$ cat config.mk
export PLATFORM = sky130hd
export DESIGN_NAME = mac_requester
export DESIGN_NICKNAME = d
export VERILOG_FILES = /design/src/rtl/mac_requester.sv
export SDC_FILE = /design/constraint.sdc
export NUM_CORES = 1
export LEC_CHECK = 0
export ABC_CLOCK_PERIOD_IN_PS = 3800
export CORE_ASPECT_RATIO = 0.6
export CORE_MARGIN = 1
export CORE_UTILIZATION = 50
export CTS_BUF_LIST = sky130_fd_sc_hd__clkbuf_8
export CTS_CLUSTER_SIZE = 24
export DETAILED_ROUTE_END_ITERATION = 8
export PLACE_DENSITY = 0.83
export SLEW_MARGIN = 20
export SYNTH_ARGS = -nofsm -noshare
export SYNTH_HDL_FRONTEND = slang
export SYNTH_SLANG_ARGS = --single-unit
$ cat constraint.sdc
create_clock -name clk -period 3.8 [get_ports clk]
set_clock_uncertainty 0.15 [all_clocks]
set_input_delay 0.76 -clock clk [delete_from_list [all_inputs] [get_ports clk]]
set_output_delay 0.76 -clock clk [all_outputs]
set_load 0.05 [all_outputs]
$ cat src/rtl/mac_requester.sv
// Sequential multiply-accumulate requester: issues one operand pair at a time
// to an external multiplier and saturating-accumulates the products per vector.
module mac_requester #(
  parameter int TIMEOUT_CYCLES = 64
) (
  input  logic        clk,
  input  logic        reset,
  input  logic        in_valid_i,
  output logic        in_ready_o,
  input  logic [31:0] in_a_i,
  input  logic [31:0] in_b_i,
  input  logic        in_last_i,
  input  logic        cfg_sign_i,
  input  logic        cfg_upper_i,
  output logic [31:0] mul_a_o,
  output logic [31:0] mul_b_o,
  output logic        mul_enable_o,
  output logic        mul_sign_o,
  output logic        mul_up_or_low_o,
  input  logic [31:0] mul_product_i,
  input  logic        mul_ready_i,
  output logic        out_valid_o,
  input  logic        out_ready_i,
  output logic [31:0] out_acc_o,
  output logic        out_sat_o,
  output logic        err_timeout_o
);

  localparam int TW = $clog2(TIMEOUT_CYCLES + 1);
  localparam logic [TW-1:0] T_LAST = TW'(TIMEOUT_CYCLES - 1);

  typedef enum logic [2:0] {
    IDLE,
    ISSUE,
    WAIT,
    ACCUM,
    OUT
  } state_t;

  state_t state, state_nxt;

  logic [31:0]   a_q;
  logic [31:0]   b_q;
  logic [31:0]   prod_q;
  logic [31:0]   acc_q;
  logic          last_q;
  logic          sign_q;
  logic          upper_q;
  logic          first_q;
  logic          sat_q;
  logic          err_q;
  logic [TW-1:0] timer_q;

  logic          accept;
  logic          mul_hit;
  logic          timeout;
  logic          out_fire;

  logic [32:0]   usum;
  logic [31:0]   ssum;
  logic          sovf;
  logic [31:0]   sum_val;
  logic          sum_clamp;

  assign in_ready_o = (state == IDLE) & ~reset;
  assign accept     = in_valid_i & in_ready_o;
  assign mul_hit    = (state == WAIT) & mul_ready_i;
  assign timeout    = (state == WAIT) & ~mul_ready_i
                    & (timer_q == T_LAST);
  assign out_fire   = (state == OUT) & out_ready_i;

  assign mul_a_o         = a_q;
  assign mul_b_o         = b_q;
  assign mul_sign_o      = sign_q;
  assign mul_up_or_low_o = upper_q;
  assign mul_enable_o    = (state == ISSUE) & ~reset;
  assign out_valid_o     = (state == OUT) & ~reset;
  assign out_acc_o       = out_valid_o ? acc_q : 32'h0;
  assign out_sat_o       = sat_q;
  assign err_timeout_o   = err_q;

  always_ff @(posedge clk) begin
    if (reset) begin
      state <= IDLE;
    end else begin
      state <= state_nxt;
    end
  end

  always_comb begin
    state_nxt = state;
    unique case (state)
      IDLE:    if (accept) state_nxt = ISSUE;
      ISSUE:   state_nxt = WAIT;
      WAIT: begin
        if (mul_hit) begin
          state_nxt = ACCUM;
        end else if (timeout) begin
          state_nxt = IDLE;
        end
      end
      ACCUM:   state_nxt = last_q ? OUT : IDLE;
      OUT:     if (out_ready_i) state_nxt = IDLE;
      default: state_nxt = IDLE;
    endcase
  end

  // Signed overflow only when both addends share a sign the sum lost.
  always_comb begin
    usum      = {1'b0, acc_q} + {1'b0, prod_q};
    ssum      = acc_q + prod_q;
    sovf      = (acc_q[31] == prod_q[31])
              & (ssum[31] != acc_q[31]);
    sum_val   = usum[31:0];
    sum_clamp = 1'b0;
    if (sign_q) begin
      sum_clamp = sovf;
      if (sovf) begin
        sum_val = acc_q[31] ? 32'h8000_0000 : 32'h7FFF_FFFF;
      end else begin
        sum_val = ssum;
      end
    end else begin
      sum_clamp = usum[32];
      if (usum[32]) begin
        sum_val = 32'hFFFF_FFFF;
      end
    end
  end

  always_ff @(posedge clk) begin
    if (reset) begin
      a_q     <= '0;
      b_q     <= '0;
      prod_q  <= '0;
      acc_q   <= '0;
      last_q  <= 1'b0;
      sign_q  <= 1'b0;
      upper_q <= 1'b0;
      first_q <= 1'b1;
      sat_q   <= 1'b0;
      err_q   <= 1'b0;
      timer_q <= '0;
    end else begin
      if (accept) begin
        a_q    <= in_a_i;
        b_q    <= in_b_i;
        last_q <= in_last_i;
        if (first_q) begin
          sign_q  <= cfg_sign_i;
          upper_q <= cfg_upper_i;
          first_q <= 1'b0;
        end
      end
      if (state == ISSUE) begin
        timer_q <= '0;
      end
      if ((state == WAIT) & ~mul_ready_i & ~timeout) begin
        timer_q <= timer_q + 1'b1;
      end
      if (mul_hit) begin
        prod_q <= mul_product_i;
      end
      if (timeout) begin
        err_q   <= 1'b1;
        acc_q   <= '0;
        sat_q   <= 1'b0;
        first_q <= 1'b1;
      end
      if (state == ACCUM) begin
        acc_q <= sum_val;
        if (sum_clamp) begin
          sat_q <= 1'b1;
        end
      end
      if (out_fire) begin
        acc_q   <= '0;
        sat_q   <= 1'b0;
        first_q <= 1'b1;
      end
    end
  end

endmodule
==> impl.org, run 1 <==
** Run status
- The flow ran to the end, and the final reports show no timing, DRC or antenna violations.

** Power and ir drop
- In this run the power density over the cells is 399 nW/µm².
- VDD sags by at most 234 µV.
- For this design the static power due to leakage is 0.00416 µW.

** Clocking
- In this run, post-CTS hold repair placed 0 buffers.
- The tree is rooted in a sky130_fd_sc_hd__clkbuf_8.
- The clock passes through at most 2 buffers.
- Num CTS Buffers :: 17
- H-tree depth :: 4
- The clock net in this run drives a total of 144 sinks.
- Post-CTS timing repair inserted 0 buffers for setup.
- At the later pin of the worst-skew pair, clock insertion delay measures 0.45 ns.
- Clock-pin slew was measured on the worst setup and hold paths at 0.09 ns.
- TritonCTS clock tree :: built
- The number of gates resized after CTS was 0.

** Setup path
- Classification of the worst setup path :: reg2reg
- Critical Path, Cell by Cell :: ha_1 -> inv_1 -> fa_1 -> nand2b_1 -> a21oi_1 -> o31a_1 -> o21ai_2 -> a21oi_1 -> a41o_1 -> a211o_1 -> buf_4 -> o21ai_1 -> a21oi_1
- Along the worst path, the maximum fanout reaches 30.
- For this design, the slowest cell found on the critical path is sky130_fd_sc_hd__fa_1.
- Crit. End Element :: flop
- STA puts the critical path data arrival time at 3.60 ns.
- Maximum cell stage delay along the critical path :: 0.40 ns
- Measured in cells, the most critical reg-to-reg path has a length of 13.
- The number of buffers and inverters on the critical path is 2.
- Counting buffers and inverters, the worst setup path is 13 cells deep.
- Most common cell type on the critical path :: sky130_fd_sc_hd__a21oi_1
- Data on the critical path is required at its endpoint by 4.03 ns.
- Crit start category :: flop
- Broken down by cell family, the worst path's largest delay share belongs to compound AO/OA/AOI/OAI gates.

** Layout
- The post-route netlist has 8.06% of its cells at a drive strength greater than 1.
- Fillers :: 1105
- After the flow finishes, the layout carries non-filler instances totaling 1346.
- Final net count :: 1279
- Area growth from synthesis to layout :: 40.9%
- 0 antenna diodes ended up in the layout.
- The finished cells cover 10300 µm².

** Place
- Including well taps, the total number of placed cells is 1314.
- After legalization and detailed placement, the total HPWL measured 15300 µm.
- Timing analysis after detailed placement gives a worst setup slack of 0.502 ns.
- The congestion estimate from routability-driven global placement came to 0.963.
- After detailed placement, the total cell area comes to 9810 µm².
- Total of buffers placed on input and output ports :: 206

** STA
- Worst hold slack after final layout :: 0.314 ns
- Finish-stage setup viols :: 0
- The number of hold-slack violations in the final timing report was 0.
- Dividing the final minimum period by the clock period gives 88.7%.
- Final TNS setup :: 0 ns
- Once routing completed, OpenROAD measured the worst setup slack at 0.431 ns.
- Actual transition at the worst max-transition pin :: 0.822 ns
- Measured against its own limit, the worst slew margin works out to 45.1%.
- Achievable frequency :: 297 MHz
- Min Tclk post-route :: 3.37 ns
- Max Transition Viols Final :: 0
- Unrepaired setup endpoints after global routing :: no

** Floorplan
- # IOs :: 207
- Chip width :: 158 µm
- The floorplan step defined a core boundary enclosing 13900 µm².
- The floorplan step set the die height to 95.5 µm.
- Number of placement rows :: 33
- The die covers 15100 µm².
- The initial utilization of the core area, before any placement, comes to 52.3%.

** Detailed routing
- Pre-antenna DRT Iters :: 6
- Final Routed Wirelength :: 21100 µm
- Detailed-route wire length per cell :: 15.6 µm
- The first routing iteration left 671 violations.
- The count of nets left with antenna violations once routing finished came out at 0.
- The routed layout has 7335 vias.
- Average vias per placed instance :: 5.45
- In the routed design, unresolved DRC markers number 0.

** GRT
- The via count of the first global-routing pass is 6998.
- For met3 alone, demand over resource in global routing was 7.91%.
- Routing usage on met1 :: 38.4%
- Global routing consumed, on the met2 layer, 44.6% of the routing resources.
- Number of antenna violations at the first check in global routing :: 0
- After global routing the overflow that remains totals 0.
- After global routing, the most crowded layer is met2.
- Global routing consumed, over all layers together, 28.6% of the routing resources.
- First-pass GRT wire length :: 34100 µm
- Entering global routing, the biggest net connects 69 pins.

** Synth
- Area share of the largest cell type after synthesis :: 39.6%
- Each instance of the synthesized netlist takes up on average 7.63 µm².
- By area, the combinational part of the netlist is dominated by simple AND/OR/NAND/NOR gates.
- Post-synthesis sequential element count :: 144
- Proportion of synthesized chip area in sequential cells :: 39.6%
- Counting every net in the synthesized netlist gives 1092.
- Cells after synthesis :: 954
- Measured against the total synthesized area, the mux share comes to 0%.
- Of the total synthesized cell area, the portion taken by AND, OR, NAND and NOR gates is 31.3%.
- Count of flip-flops with a built-in enable after synthesis :: 0
- The Yosys step of the flow raised 0 warnings.
- The number of different library cells used by synthesis comes to 56.
- Summed over all instances, the cell type with the most area after synthesis is sky130_fd_sc_hd__dfxtp_1.
- Cell area after synthesis :: 7280 µm²
- Synthesized-area fraction occupied by xor and xnor cells :: 3.01%
- By area the synthesized netlist is led by sky130_fd_sc_hd__dfxtp_1, sky130_fd_sc_hd__nand2_1, sky130_fd_sc_hd__nand3b_1, sky130_fd_sc_hd__a21oi_1, sky130_fd_sc_hd__ha_1.
- After Yosys synthesis, full adders, half adders and majority gates account for 5.95% of the synthesized area.
- Proportion of synthesized flip-flops having asynchronous set or reset :: 0%
- Most frequently used flop master after synthesis :: sky130_fd_sc_hd__dfxtp_1
- Area fraction in compound gates after synthesis :: 16.7%

** Min path
- Worst min-delay path category :: reg2reg
- Number of cells on the worst hold path :: 2

** Job
- Across the run, the number of max-cap violations was 0.
## state kept, by name, summed over array words and instances, names as in the netlist
signal           cells
acc_q               32
err_timeout_o        1
first_q              1
last_q               1
mul_a_o             32
mul_b_o             32
mul_sign_o           1
mul_up_or_low_o      1
out_sat_o            1
prod_q              32
state                3
timer_q              7
## layer usage
layer,routed length (µm),share of wire (%)
met1,9830,47
met2,8910,42
met3,1950,9.3
met4,357,1.7
met5,0,0
## where the power goes
part | internal [µW] | leakage, µW | switching (µW) | total [µW]
logic | 367 | 0.00277 | 657 | 1020
registers | 1630 | 0.00117 | 72.2 | 1700
clock network | 720 | 0.000217 | 650 | 1370
total | 2710 | 0.00416 | 1380 | 4090
## final cells by class
| type | instances | area [µm²] | area share, % |
|---|---|---|---|
| Tap cell | 192 | 240 | 2.34 |
| Clock inverter | 12 | 170 | 1.66 |
| Inverter | 14 | 52.6 | 0.512 |
| Sequential cell | 144 | 2880 | 28.1 |
| Multi-Input combinational cell | 746 | 4150 | 40.4 |
| Timing Repair Buffer | 218 | 2490 | 24.3 |
| Clock buffer | 20 | 275 | 2.68 |
## metrics by stage
stage	power (µW)	util [%]
3_3_place_gp	2740	70.5
2_1_floorplan	2340	-
5_1_grt	4260	73.7
6_report	4090	73.7
3_5_place_dp	2750	70.5
4_1_cts	4110	73.7
## final timing paths
check,startpoint,to,slack (ns)
worst min register to register,prod_q[31],prod_q[31],0.31
worst max-delay path,acc_q[0],acc_q[4],0.43
worst min-delay path,prod_q[31],prod_q[31],0.31
worst max register to register,acc_q[0],acc_q[4],0.43
## placed cells by master (no fill, tap or decap), types with 3 or more instances in the layout
master	synthesis	final
sky130_fd_sc_hd__clkbuf_8	0	20
sky130_fd_sc_hd__a31oi_1	3	3
sky130_fd_sc_hd__dfxtp_1	144	144
sky130_fd_sc_hd__nand3b_1	66	66
sky130_fd_sc_hd__a22oi_1	3	3
sky130_fd_sc_hd__xnor2_1	14	14
sky130_fd_sc_hd__nand2b_1	9	9
sky130_fd_sc_hd__nand2_1	267	266
sky130_fd_sc_hd__nand3_1	16	16
sky130_fd_sc_hd__o21ai_0	30	30
sky130_fd_sc_hd__nor2_1	60	60
sky130_fd_sc_hd__clkinvlp_4	0	3
sky130_fd_sc_hd__inv_6	0	4
sky130_fd_sc_hd__clkdlybuf4s50_1	0	171
sky130_fd_sc_hd__buf_4	0	12
sky130_fd_sc_hd__ha_1	33	33
sky130_fd_sc_hd__a211oi_1	5	5
sky130_fd_sc_hd__a311oi_1	4	4
sky130_fd_sc_hd__o211ai_1	7	7
sky130_fd_sc_hd__nor3_1	14	14
sky130_fd_sc_hd__or3_1	3	3
sky130_fd_sc_hd__bufinv_16	0	3
sky130_fd_sc_hd__xor2_1	11	11
sky130_fd_sc_hd__a21o_1	8	8
sky130_fd_sc_hd__and2_1	37	36
sky130_fd_sc_hd__inv_1	14	14
sky130_fd_sc_hd__buf_12	0	34
sky130_fd_sc_hd__o21ai_1	22	22
sky130_fd_sc_hd__a21oi_1	87	87
sky130_fd_sc_hd__o21a_1	6	6
## tightest hold or removal path, cell delays in order, from the launching register on
cell	delay, ns
sky130_fd_sc_hd__dfxtp_1	0.32
sky130_fd_sc_hd__nand2_1	0.05
sky130_fd_sc_hd__a21oi_1	0.05
## kinds of logic (layout without fill, tap and decap cells)
group	count (synthesis)	in the layout
buf+inv	64	264
fa+ha+maj	34	34
compound gates	201	201
simple gates	486	486
xor+xnor	25	25
flops	144	144
## cells in the mapped netlist, types with 3 or more instances
cell type,instances
sky130_fd_sc_hd__and3_1,3
sky130_fd_sc_hd__nor2_1,60
sky130_fd_sc_hd__a311oi_1,4
sky130_fd_sc_hd__and2_1,37
sky130_fd_sc_hd__o211ai_1,7
sky130_fd_sc_hd__clkbuf_1,43
sky130_fd_sc_hd__xor2_1,11
sky130_fd_sc_hd__o21a_1,6
sky130_fd_sc_hd__a21o_1,8
sky130_fd_sc_hd__nand3b_1,66
sky130_fd_sc_hd__o21ai_1,22
sky130_fd_sc_hd__a211oi_1,5
sky130_fd_sc_hd__nor3_1,14
sky130_fd_sc_hd__or3_1,3
sky130_fd_sc_hd__ha_1,33
sky130_fd_sc_hd__nand3_1,16
sky130_fd_sc_hd__xnor2_1,14
sky130_fd_sc_hd__inv_1,14
sky130_fd_sc_hd__a22oi_1,3
sky130_fd_sc_hd__a31oi_1,3
sky130_fd_sc_hd__nand2_1,267
sky130_fd_sc_hd__a21oi_1,87
sky130_fd_sc_hd__nand2b_1,9
sky130_fd_sc_hd__o21ai_0,30
sky130_fd_sc_hd__buf_2,5
sky130_fd_sc_hd__dfxtp_1,144
(Power assumes the default switching activity.)
==> run 2, diff against run 1 <==
--- a/config.mk
+++ b/config.mk
@@ -10,6 +10,7 @@
 export CORE_MARGIN = 1
 export CORE_UTILIZATION = 50
 export CTS_BUF_LIST = sky130_fd_sc_hd__clkbuf_8
+export CTS_CLUSTER_DIAMETER = 60
 export CTS_CLUSTER_SIZE = 24
 export DETAILED_ROUTE_END_ITERATION = 8
 export PLACE_DENSITY = 0.83
==> results of run 2 <==
Same layout as run 1: the final DEF is identical, and so are final timing and power.
==> run 3, diff against run 2 <==
--- a/config.mk
+++ b/config.mk
@@ -5,6 +5,7 @@
 export SDC_FILE = /design/constraint.sdc
 export NUM_CORES = 1
 export LEC_CHECK = 0
+export ABC_AREA = 0
 export ABC_CLOCK_PERIOD_IN_PS = 3800
 export CORE_ASPECT_RATIO = 0.6
 export CORE_MARGIN = 1
==> constraint.sdc (replaced) <==
create_clock -name clk -period 3.8 [get_ports clk]
set_clock_uncertainty 0.15 [all_clocks]
set_input_delay 0.38 -clock clk [delete_from_list [all_inputs] [get_ports clk]]
set_output_delay 0.38 -clock clk [all_outputs]
set_load 0.05 [all_outputs]
==> run 3 against run 2 <==
  * Power grew 0.22%
  * Count of clock-buffer cells in the layout shrank 3
  * Cell area shrank 3.9%
  * Wire length fell by 2.1%
  * Sequential power about the same
  * Setup slack gained 0.0065 ns
  * Combinational power hardly changed
  * Critical endpoint is now acc_q[21]
==> impl.org, run 3 (synthesis gave the netlist of run 1 again) <==
** STA
- Setup repair after global routing left no endpoint under its margin.
- Summed over all failing endpoints, the final setup total negative slack is 0 ns.
- The number of hold-slack violations in the final timing report came to 0.
- At the pin with the least slew margin, the transition time is 0.994 ns.
- Setup violations remaining at the end of the flow were counted as 0.
- The number of max-slew violations in the final report is 0.
- Achievable frequency :: 297 MHz
- The worst pin sits at a relative slew slack of 33.7%.
- Of the available clock period, the critical path in the final layout requires 88.5%.
- The worst path in the final design needs a cycle of 3.36 ns, including I/O delays and setup.

** Detailed routing
- Detailed-route wire length per cell :: 15.3 µm
- DRT iter0 DRCs :: 687
- Average vias per placed instance :: 5.39
- Number of remaining DRC errors :: 0
- Across all layers, the routed design uses 7255 vias.
- After detailed routing, the total wire length is 20600 µm.
- Once detail routing completed, the nets flagged for antenna violations numbered 0.
- Before antenna repair, the detailed router went through 6 iterations.

** GRT
- The number of antenna violations at the first check in global routing is 0.
- The first global-routing pass estimated 33400 µm of wire.
- After global routing the overflow that remains totals 0.
- Overall Global Routing Usage :: 28.2%
- Entering global routing, the biggest net connects 113 pins.
- Vias in the first global route :: 6761

** Clocking
- After clock tree synthesis, the flow added hold-fix buffers numbering 0.
- The H-tree generated during clock tree synthesis spans 4 levels.
- TritonCTS built the clock tree.
- Quantity of gates resized following cts :: 0
- The clock drives 144 sinks.
- Clock tree synthesis inserted a total of 17 buffers.
- Number of buffers on the longest clock path :: 2
- Clock latency on the worst-skew pair, taken at its later pin, is 0.45 ns.
- Clock-pin slew was measured on the worst setup and hold paths at 0.09 ns.
- Buffer cell driving the clock tree root :: sky130_fd_sc_hd__clkbuf_8
- The number of setup buffers added after CTS is 0.

** Setup path
- For this run, the slowest stage of the critical path takes 0.39 ns.
- At the worst endpoint, the required time is 4.00 ns.
- The worst setup path is launched from a flop.
- Crit. End Element :: flop
- Tracing the worst setup path back leads to its startpoint at acc_q[0].
- Depth of the most critical reg-to-reg path :: 13
- Largest fanout of any net on the critical path :: 29
- The endpoint identified for the worst register-to-register timing path is acc_q[21].
- The startpoint identified for the worst register-to-register timing path is acc_q[0].
- Across all register-to-register paths, the minimum setup slack is 0.44 ns.
- Arrival time worst endpoint :: 3.56 ns
- The setup path with the least slack is of type reg2reg.
- Critical Path, Cell by Cell :: ha_1 -> inv_1 -> fa_1 -> nand2b_1 -> a21oi_1 -> o31a_1 -> o21ai_2 -> a21oi_1 -> a41o_1 -> a211o_1 -> buf_4 -> inv_1 -> a311oi_1
- Slowest cell on the critical path :: sky130_fd_sc_hd__fa_1

** Layout
- Top library cells by usage in the layout, fill and taps aside :: sky130_fd_sc_hd__nand2_1, sky130_fd_sc_hd__clkdlybuf4s50_1, sky130_fd_sc_hd__dfxtp_1
- 0 antenna diodes ended up in the layout.
- Area growth from synthesis to layout :: 35.5%
- Counting the fill cells in the layout gives 1187.
- Fraction of final layout cells sized beyond drive strength 1 :: 6.85%
- Leaving out fill and tap cells, the most frequent cell in the layout is sky130_fd_sc_hd__nand2_1.
- For this run, the share of the core covered by cells in the final layout is 70.9%.
- Layout Cell Area excl Fill :: 9860 µm²
- Final net count :: 1279

** Power and ir drop
- For this design the ratio of total power to cell area is 416 nW/µm².
- The analysis attributes to cell leakage a power of 0.00406 µW.
- Cell internal power was estimated by the tool at 2760 µW.
- Worst VDD drop :: 311 µV
- Proportion of power drawn by combinational gates :: 24.5%
- Clock network fraction of design power :: 34.1%
- Sequential group share of total power :: 41.4%
- In this run the power spent charging and discharging nets is 1340 µW.
- Overall power consumption after layout is estimated at 4100 µW.
- Net switching is 32.6% of the power.

** Job
- Max-cap violations in this run came to 0.

** Place
- Total of buffers placed on input and output ports :: 206
- Placed cell areas :: 9410 µm²
- Dpl hpwl :: 14700 µm
- At the end of routability-driven placement, the weighted congestion stood at 0.940.

** Floorplan
- In this run the horizontal extent of the chip is 158 µm.
- The die covers 15100 µm².
- Number of placement rows :: 33
- The core region is 13900 µm².
- Once the floorplan was initialized, standard cells occupied 52.3% of the core.
- Overall die height :: 95.5 µm
- Pin placement for this block handled 207 I/O pins.

** Min path
- WHS Endpoint :: state[0]
- In this run the worst hold path is classified as in2reg.
- The worst hold path passes through 4 cells.
- In this run the most critical hold path is launched from reset.

** Run status
- The run finished with clean final reports.
## run 3: cell types whose count changed in the layout (fill, tap and decap cells not counted), sizes merged
cell / previous run / this run
clkinvlp: 3 / 1
inv: 20 / 16
clkdlybuf4s50: 171 / 182
clkinv: 0 / 6
bufinv: 3 / 5
clkbuf: 20 / 17
buf: 47 / 36
## run 3: how the worst max path moves through the flow
| stage | cells past startpoint | endpoint |
|---|---|---|
| after floorplan | 8 | mul_a_o[11] |
| after global placement | 13 | acc_q[28] |
| after detailed placement | 13 | acc_q[21] |
| after CTS | 13 | acc_q[21] |
| after global routing | 13 | acc_q[21] |
| final | 13 | acc_q[21] |
## run 3: area by class of cell
type | count | area (µm²) | share of cell area [%]
inverter | 14 | 52.6 | 0.533
tap | 192 | 240 | 2.44
clock buffer | 17 | 234 | 2.37
sequential | 144 | 2880 | 29.2
timing repair buffer | 218 | 2090 | 21.2
clock inverter | 14 | 215 | 2.18
multi-input combinational | 746 | 4150 | 42.1
## run 3: power groups by stage
stage / combinational (µW) / clock, µW / sequential (µW)
after global routing: 1070 / 1480 / 1710
after floorplan: 266 / 0 / 2070
after CTS: 1010 / 1410 / 1700
after global placement: 997 / 0 / 1730
final: 1010 / 1400 / 1700
after detailed placement: 1010 / 0 / 1730
## run 3: routing by layer
metal  GRT usage, %  routed length (µm)  vias up
met4           6.63                 158        0
met1           40.0                9960     3325
li1               -                   -     3612
met3           7.45                1890       18
met5              0                   0        -
met2           42.4                8610      300
## run 3: worst max-delay path: cells and delay by family (launching register included)
kind / cells / cell delay (ns)
buf+inv: 3 / 0.50
flops: 1 / 0.37
fa+ha+maj: 2 / 0.59
simple gates: 1 / 0.20
compound gates: 7 / 1.45
## run 3: through the flow
stage               hold WS [ns]  cells  setup slack, ns
floorplan                  0.285    954            0.405
global placement           0.298   1314            0.765
detailed placement         0.305   1314            0.561
CTS                       0.0800   1345            0.506
global route               0.123   1345            0.211
finish                     0.104   1345            0.437
